### config.mk
export PLATFORM = sky130hd
export DESIGN_NAME = tune_sequencer
export DESIGN_NICKNAME = d
export VERILOG_FILES = /design/src/rtl/tune_sequencer_pkg.sv /design/src/rtl/tune_req_slot.sv /design/src/rtl/tune_sequencer.sv
export SDC_FILE = /design/constraint.sdc
export NUM_CORES = 1
export LEC_CHECK = 0
export BUFFER_PORTS_ARGS = -buffer_cell sky130_fd_sc_hd__buf_2
export CAP_MARGIN = 20
export CORE_ASPECT_RATIO = 0.8
export CORE_MARGIN = 8
export CORE_UTILIZATION = 50
export DETAILED_ROUTE_END_ITERATION = 16
export PLACE_DENSITY = 0.87
export SYNTH_ARGS = -nofsm -noshare
export SYNTH_HDL_FRONTEND = slang
export SYNTH_HIERARCHICAL = 1
export SYNTH_SLANG_ARGS = --single-unit
### constraint.sdc
create_clock -name clk -period 1.7 [get_ports clk]
set_input_delay 0.34 -clock clk [delete_from_list [all_inputs] [get_ports clk]]
set_output_delay 0.34 -clock clk [all_outputs]
set_load 0.02 [all_outputs]
### src/rtl/tune_sequencer_pkg.sv
// ============================================================================
//  Module      : tune_sequencer_pkg
//  Description : Shared FSM state encoding and default timing constants for
//                the PLL tune sequencer.
//  Revision    : 1.0 - initial release
// ============================================================================
`default_nettype none

package tune_sequencer_pkg;

    typedef enum logic [2:0] {
        S_IDLE      = 3'd0,
        S_WRITE     = 3'd1,
        S_WAIT_WR   = 3'd2,
        S_RECONF    = 3'd3,
        S_WAIT_RC   = 3'd4,
        S_PRST      = 3'd5,
        S_WAIT_LOCK = 3'd6
    } state_t;

    localparam int DEF_RST_CYCLES   = 4;
    localparam int DEF_LOCK_TIMEOUT = 4096;
    localparam int DEF_MAX_RETRY    = 3;

endpackage

`default_nettype wire

### src/rtl/tune_req_slot.sv
// ============================================================================
//  Module      : tune_req_slot
//  Description : Single-entry pending request holder; newest request wins.
//  Revision    : 1.0 - initial release
// ============================================================================
`default_nettype none

module tune_req_slot #(
    parameter int W = 9
) (
    input  logic         clk,
    input  logic         rst_n,
    input  logic         i_req,
    input  logic [W-1:0] i_freq,
    input  logic         i_grant,
    output logic         o_pending,
    output logic [W-1:0] o_value
);

    logic         r_pending;
    logic [W-1:0] r_value;

    // A request landing on the grant edge re-arms the slot so it is not lost.
    always_ff @(posedge clk or negedge rst_n) begin
        if (!rst_n) begin
            r_pending <= 1'b0;
            r_value   <= '0;
        end else if (i_req) begin
            r_pending <= 1'b1;
            r_value   <= i_freq;
        end else if (i_grant) begin
            r_pending <= 1'b0;
        end
    end

    assign o_pending = r_pending;
    assign o_value   = r_value;

endmodule

`default_nettype wire

### src/rtl/tune_sequencer.sv
// ============================================================================
//  Module      : tune_sequencer
//  Description : Arbitrates host/front-panel tune requests and drives the PLL
//                reconfiguration, reset and lock-retry sequence.
//  Revision    : 1.0 - initial release
// ============================================================================
`default_nettype none

module tune_sequencer
    import tune_sequencer_pkg::*;
#(
    parameter int FREQ_W       = 9,
    parameter int RST_CYCLES   = DEF_RST_CYCLES,
    parameter int LOCK_TIMEOUT = DEF_LOCK_TIMEOUT,
    parameter int MAX_RETRY    = DEF_MAX_RETRY
) (
    input  logic              clk,
    input  logic              rst_n,
    input  logic              host_req,
    input  logic [FREQ_W-1:0] host_freq,
    input  logic              knob_req,
    input  logic [FREQ_W-1:0] knob_freq,
    output logic              host_ack,
    output logic              knob_ack,
    output logic [FREQ_W-1:0] cfg_data,
    output logic              cfg_write,
    output logic              cfg_reconfig,
    input  logic              cfg_busy,
    output logic              pll_rst,
    input  logic              pll_locked,
    output logic [FREQ_W-1:0] cur_freq,
    output logic              locked,
    output logic              fault
);

    localparam int RC_W = $clog2(RST_CYCLES) + 1;
    localparam int TO_W = $clog2(LOCK_TIMEOUT) + 1;
    localparam int RT_W = $clog2(MAX_RETRY + 1) + 1;
    localparam logic [RC_W-1:0] c_rst_last  = RC_W'(RST_CYCLES - 1);
    localparam logic [TO_W-1:0] c_to_last   = TO_W'(LOCK_TIMEOUT - 1);
    localparam logic [RT_W-1:0] c_max_retry = RT_W'(MAX_RETRY);

    state_t            r_state;
    state_t            w_state_nxt;
    logic              r_first;
    logic [RC_W-1:0]   r_rcnt;
    logic [TO_W-1:0]   r_tcnt;
    logic [RT_W-1:0]   r_retry;
    logic [FREQ_W-1:0] r_cfg_data;
    logic [FREQ_W-1:0] r_cur_freq;
    logic              r_locked;
    logic              r_fault;
    logic              r_pll_rst;
    logic              r_host_ack;
    logic              r_knob_ack;

    logic              w_host_pend;
    logic              w_knob_pend;
    logic [FREQ_W-1:0] w_host_val;
    logic [FREQ_W-1:0] w_knob_val;
    logic              w_grant_host;
    logic              w_grant_knob;
    logic              w_lock_ok;
    logic              w_retry;
    logic              w_give_up;

    tune_req_slot #(.W(FREQ_W)) u_host_slot (
        .clk       (clk),
        .rst_n     (rst_n),
        .i_req     (host_req),
        .i_freq    (host_freq),
        .i_grant   (w_grant_host),
        .o_pending (w_host_pend),
        .o_value   (w_host_val)
    );

    tune_req_slot #(.W(FREQ_W)) u_knob_slot (
        .clk       (clk),
        .rst_n     (rst_n),
        .i_req     (knob_req),
        .i_freq    (knob_freq),
        .i_grant   (w_grant_knob),
        .o_pending (w_knob_pend),
        .o_value   (w_knob_val)
    );

    always_comb begin
        w_state_nxt  = r_state;
        w_grant_host = 1'b0;
        w_grant_knob = 1'b0;
        w_lock_ok    = 1'b0;
        w_retry      = 1'b0;
        w_give_up    = 1'b0;
        case (r_state)
            S_IDLE: begin
                if (w_host_pend) begin
                    w_grant_host = 1'b1;
                    w_state_nxt  = S_WRITE;
                end else if (w_knob_pend) begin
                    w_grant_knob = 1'b1;
                    w_state_nxt  = S_WRITE;
                end
            end
            S_WRITE:   w_state_nxt = S_WAIT_WR;
            S_WAIT_WR: if (!r_first && !cfg_busy) w_state_nxt = S_RECONF;
            S_RECONF:  w_state_nxt = S_WAIT_RC;
            S_WAIT_RC: if (!r_first && !cfg_busy) w_state_nxt = S_PRST;
            S_PRST:    if (r_rcnt == c_rst_last) w_state_nxt = S_WAIT_LOCK;
            S_WAIT_LOCK: begin
                if (pll_locked) begin
                    w_lock_ok   = 1'b1;
                    w_state_nxt = S_IDLE;
                end else if (r_tcnt == c_to_last) begin
                    // Retry while the count after increment stays within MAX_RETRY.
                    if (r_retry < c_max_retry) begin
                        w_retry     = 1'b1;
                        w_state_nxt = S_WRITE;
                    end else begin
                        w_give_up   = 1'b1;
                        w_state_nxt = S_IDLE;
                    end
                end
            end
            default:   w_state_nxt = S_IDLE;
        endcase
    end

    always_ff @(posedge clk or negedge rst_n) begin
        if (!rst_n) begin
            r_state    <= S_IDLE;
            r_first    <= 1'b0;
            r_rcnt     <= '0;
            r_tcnt     <= '0;
            r_retry    <= '0;
            r_cfg_data <= '0;
            r_cur_freq <= '0;
            r_locked   <= 1'b0;
            r_fault    <= 1'b0;
            r_pll_rst  <= 1'b1;
            r_host_ack <= 1'b0;
            r_knob_ack <= 1'b0;
        end else begin
            r_state    <= w_state_nxt;
            r_first    <= (r_state == S_WRITE) || (r_state == S_RECONF);
            r_pll_rst  <= (w_state_nxt == S_PRST);
            r_host_ack <= w_grant_host;
            r_knob_ack <= w_grant_knob;
            r_rcnt     <= (r_state == S_PRST && w_state_nxt == S_PRST) ? r_rcnt + 1'b1 : '0;
            r_tcnt     <= (r_state == S_WAIT_LOCK && w_state_nxt == S_WAIT_LOCK) ? r_tcnt + 1'b1 : '0;

            if (w_grant_host)      r_cfg_data <= w_host_val;
            else if (w_grant_knob) r_cfg_data <= w_knob_val;

            if (w_retry)                                          r_retry <= r_retry + 1'b1;
            else if (w_grant_host || w_grant_knob || w_lock_ok || w_give_up) r_retry <= '0;

            if (w_lock_ok)                                 r_locked <= 1'b1;
            else if (w_state_nxt == S_WRITE)               r_locked <= 1'b0;
            else if (r_state == S_IDLE && !pll_locked)     r_locked <= 1'b0;

            if (w_lock_ok)      r_fault <= 1'b0;
            else if (w_give_up) r_fault <= 1'b1;

            if (w_lock_ok) r_cur_freq <= r_cfg_data;
        end
    end

    assign cfg_write    = (r_state == S_WRITE);
    assign cfg_reconfig = (r_state == S_RECONF);
    assign cfg_data     = r_cfg_data;
    assign pll_rst      = r_pll_rst;
    assign host_ack     = r_host_ack;
    assign knob_ack     = r_knob_ack;
    assign cur_freq     = r_cur_freq;
    assign locked       = r_locked;
    assign fault        = r_fault;

endmodule

`default_nettype wire

* After elaboration in Yosys (flattened, before gate mapping) *
Cells that the tools add are included.

storage, ports and cells
  register bits = 66
  output and inout port bits = 25
  logic and storage cells = 88

cells by class
  magnitude comparators = 1
  reduce and logical (&&, ||, !) cells = 18
  mux-type cells = 39
  add/sub/neg operators = 3
  eq/ne operators = 11

operators by type and width
  operator                                                                      number
  3-bit two-way mux                                                             10
  1-bit two-way mux                                                             25
  3-bit case mux with 7 select lines                                            1
  9-bit two-way mux                                                             2
  3-bit == test, second input constant                                          5
  13-bit by 1-bit adder with 13-bit output, second input constant               1
  13-bit by 12-bit == test with 1-bit output, second input constant             1
  13-bit two-way mux                                                            1
  2-bit nonzero test                                                            5
  3-bit by 2-bit == test with 1-bit output, second input constant               3
  3-bit by 1-bit adder with 3-bit output, second input constant                 2
  3-bit by 1-bit == test with 1-bit output, second input constant               2
  1-bit logical AND                                                             4
  1-bit logical OR                                                              4
  1-bit logical NOT                                                             3
  3-bit logical NOT                                                             1
  3-bit by 2-bit less-than comparator with 1-bit output, second input constant  1
  3-bit nonzero test                                                            1

* Depth between registers and ports, before layout *
  depth after elaboration = 8
  mapped depth = 6
  depth with buffers taken out = 6

* Cells and area by module *
Netlist, hierarchy kept.

modules (own cells, without submodules)
  module          cells each  instances  area an instance (µm²)
  tune_sequencer  193         1          2152.1
  tune_req_slot   22          2          409.1

* Worst setup path after synthesis *
Ideal clock, no wire load.

  path kind = register to register
  start = register r_tcnt[0]
  end = register r_tcnt[6]
  setup slack = 69 ps
  arrival = 1512 ps
  period minus slack after synthesis = 1631 ps
  setup time = 119 ps
  path buffers = 1
  stages on the path, launching flop included = 7
  required time = 1581 ps
  path through = dfrtp_1 ha_1 nand3_2 or3_1 o21ai_2 buf_6 nor2_2

on the way
  longest elaborated chain between the ends = 7

ends and longest elaborated chain
  what                                        RTL line               RTL
  from (decl)                                 tune_sequencer.sv:47   logic [TO_W-1:0] r_tcnt;
  from (signal assigned)                      tune_sequencer.sv:149  r_tcnt <= (r_state == S_WAIT_LOCK && w_state_nxt == S_WAIT_LOCK) ? r_tcnt + 1'b1 : '0;
  13-bit by 12-bit == test with 1-bit output  tune_sequencer.sv:113  end else if (r_tcnt == c_to_last) begin
  3-bit two-way mux                           tune_sequencer.sv:113
  3-bit two-way mux                           tune_sequencer.sv:110  if (pll_locked) begin
  3-bit case mux with 7 select lines          tune_sequencer.sv:94   case (r_state)
  3-bit == test                               tune_sequencer.sv:149
  1-bit logical AND                           tune_sequencer.sv:149
  13-bit two-way mux *                        tune_sequencer.sv:149

Every way passes the cells marked *; elsewhere a longest branch is shown, timed or not.
A chain may end at the register's enable or synchronous reset.

* Worst setup path after layout *
  start = register r_state[0]
  end = output port cfg_write

on the way
  longest elaborated chain between the ends = 1

ends and longest elaborated chain
  what                                      RTL line               RTL
  from (decl)                               tune_sequencer.sv:43   state_t r_state;
  from (signal assigned)                    tune_sequencer.sv:143  r_state <= w_state_nxt;
  3-bit by 1-bit == test with 1-bit output  tune_sequencer.sv:168  assign cfg_write = (r_state == S_WRITE);
  to (decl)                                 tune_sequencer.sv:26   output logic cfg_write,

Every way passes these cells.

==> results by group <==
Outcome
  • Status: finished, final reports clean

Hold path
  • Hold crit path type: primary input to asynchronous set/reset pin

Yosys
  • Yosys top cell by area: dfrtp_1
  • Top post-synthesis cells by area: dfrtp_1, mux2_4, mux2_2, nor2_2, nor2b_1
  • Synth cell types: 43
  • Post-synth EDFFs: 0
  • Syn Nets: roughly 270
  • Post-Synthesis Cells: 237
  • Synthesized area: ~3000 µm²
  • Sequential share of the synthesized area: between 50 and 60%
  • Synth Register Bits: between 60 and 70
  • Yosys warning count: 6
  • Asr flop ratio synth: between 90% and 100%
  • Post-Syn Area per Cell: roughly 13 µm²
  • Yosys top cell area share: between 50% and 60%
  • Synth Flop Type: dfrtp_1

Global route
  • Grt total ovfl: 0
  • Largest net degree at the start of global routing: 67
  • Initial antenna violation count: 0
  • Number of global-route vias before repair: 2,232
  • GRT Overall Usage: 16.1%
  • First-pass GRT wire length: roughly 11,000 µm

Setup path
  • Data arrival time of the worst path: 1.30 ns
  • Reg2reg start: r_state[0]
  • CP Max Fanout: 4
  • Required @ worst endpoint: roughly 1.4 ns
  • Worst setup SP type: flip-flop
  • Reg-to-reg slack, setup: 0.06 ns
  • Crit path to: cfg_write
  • Worst Setup End Kind: output pin
  • Critical path startpoint: r_state[0]
  • R2R cell count: 5
  • Critical path class: flip-flop to output pin
  • Worst r2r dst: cfg_data[7]

CTS
  • Clk pin slew, worst setup/hold paths: approximately 0.070 ns
  • Total clock sinks: 66
  • Root Buffer: clkbuf_8
  • H-tree lvl count: 3
  • Bufs on Longest Clock Path: 2
  • CTS tree: yes
  • Worst skew pair latency: approximately 0.34 ns
  • Hold_buf cts: 0
  • Num CTS Buffers: 9

Routing
  • Vias/cell: approximately 5.2
  • Starting DRT DRC Count: approximately 120
  • DR vias: 2,041
  • First-pass iteration count of the detailed router: 4
  • DRT Wirelength: 6450 µm
  • Drc violations: 0
  • Antenna-violating nets left: 0
  • WL/cell: roughly 17 µm

Layout
  • Layout cell share with drive strength beyond 1: between 40% and 50%
  • Inserted Diodes: 0
  • Fin nets: about 330
  • Finished Core Util: approximately 63%
  • Area growth syn-to-layout: 22.6%
  • Cell Count, Final, Fillers Out: about 400

Power
  • Sw frac: 35.0%
  • P_sw: approximately 0.0019 W
  • IR drop worst, VDD: a little over 0.8 mV
  • Clk pwr share: between 20% and 30%
  • Pleak: about 1.7 nW
  • Seq pwr share: between 40% and 50%
  • P per Cell Area: between 1500 and 2000 nW/µm²
  • Gate power share: a little over a third
  • Cell Int Power: 0.00357 W

Floorplan
  • Starting density of the core: between 50% and 60%
  • Rows: 25
  • Die extent in y: approximately 85 µm
  • Core area: ~5800 µm²
  • IO Count: 49
  • Die X: 102 µm
  • Die ar.: around 8700 µm²

Timing
  • RSZ-0062 raised after global routing: true
  • Slew @ Worst Pin: about 0.74 ns
  • Peak Freq: 608 MHz
  • Fin crit share: a little over nine tenths
  • Worst slew margin: between 50% and 60%
  • Hold Vio Cnt, Final: 0
  • Total negative setup slack: 0 ns
  • Hold slack: just under 0.01 ns
  • Slew Limit Fails: 0
  • Min cycle time layout: 1.64 ns
  • Final Skew: 0.00436 ns
  • Final setup violation count: 0
  • Final worst setup slack: roughly 0.056 ns

Placed design
  • DP Cell Count: between 300 and 400
  • Place WS: -0.0107 ns
  • Routability cong.: approximately 0.77
  • I/O Buffers: 48
  • DPL Wire Length: approximately 4500 µm

Flow run
  • Max-cap violation count: 0
[timing repair]
action | in CTS | in global routing
buffers inserted | 4 | 2
setup endpoints to repair | 11 | 24
pin swaps | 1 | 1
gates resized for setup | 9 | 7
hold endpoints to repair | 0 | 0
[sequential cells by signal (all words and copies together) (netlist names)]
register / cells
cfg_data: 9
cur_freq: 9
fault: 1
host_ack: 1
knob_ack: 1
locked: 1
pll_rst: 1
r_first: 1
r_rcnt: 3
r_retry: 3
r_state: 3
r_tcnt: 13
u_host_slot/o_pending: 1
u_host_slot/o_value: 9
u_knob_slot/o_pending: 1
u_knob_slot/o_value: 9
[critical path, stage by stage, from the launching register on]
cell     delay [ns]
dfrtp_2        0.43
buf_6          0.12
nor2b_4        0.12
nor2b_1        0.14
buf_4          0.16
[cell families after synthesis]
logic type      count (synthesis)  share of synthesized area [%]
xor+xnor                       11                           3.24
compound gates                 37                           7.92
buf+inv                        18                           3.54
mux                            32                           14.2
simple gates                   69                           13.8
fa+ha+maj                       4                           1.68
flops                          66                           55.6
[synthesized netlist by cell type (all sizes together), types with 4 or more instances]
master and count:
a21oi 4, a22oi 7, a31oi 7, buf 8
dfrtp 65, ha 4, inv 7, mux2 27
mux2i 5, nand2 11, nand3 7, nand4 4
nor2 17, nor2b 9, nor3 5, o21ai 14
xnor2 6, xor2 5
[how the worst min path moves through the flow]
stage | start | end | slack [ns] | cells after the start
6_report | rst_n | cur_freq[2] | 0.01 | 2
5_1_grt | rst_n | cur_freq[2] | 0.02 | 2
4_1_cts | rst_n | cur_freq[2] | 0.02 | 2
3_5_place_dp | rst_n | cur_freq[2] | 0.38 | 2
3_3_place_gp | rst_n | cur_freq[2] | 0.38 | 2
2_1_floorplan | rst_n | cfg_data[0] | 0.04 | 0
[placed cells by master (no fill, tap or decap), drive strengths merged, types with 3 or more instances in the layout]
master / count
a21o: 3
a21oi: 4
a22oi: 7
a31oi: 7
and2: 3
buf: 68
clkbuf: 14
dfrtp: 65
ha: 4
inv: 7
mux2: 27
mux2i: 5
nand2: 11
nand3: 7
nand4: 4
nor2: 17
nor2b: 9
nor3: 5
o21ai: 14
or3: 3
xnor2: 6
xor2: 5
[metrics by stage]
| step | power (W) | instance area, µm² |
|---|---|---|
| after global routing | 0.00581 | 3640 |
| after global placement | 0.00399 | 3350 |
| after floorplan | 0.00342 | 2970 |
| final | 0.00549 | 3640 |
| after CTS | 0.00550 | 3600 |
| after detailed placement | 0.00408 | 3350 |
[metal layers]
layer  vias up  track usage, %  part of all wire (%)
li1        961               -                     -
met1      1013            19.3                    43
met2        62            25.9                    50
met3         5            7.11                   6.7
met4         0            3.72                  0.45
met5         -               0                     0
[power groups by stage]
stage          Combinational [W]  Sequential (W)  Clock (W)
4_1_cts                  0.00191         0.00224    0.00134
5_1_grt                  0.00210         0.00230    0.00141
6_report                 0.00194         0.00224    0.00132
3_5_place_dp             0.00182         0.00226          0
3_3_place_gp             0.00175         0.00224          0
2_1_floorplan           0.000987         0.00243          0
[area by class of cell]
class                   count  area [µm²]
clock inverters             2        35.0
well taps                  81         101
flip-flops and latches     66        1660
repair buffers             68         419
clock buffers              14         163
fillers                   476        2180
inverters                   7        26.3
multi-input cells         153        1240
No activity file was read; power rests on OpenSTA's default activity.
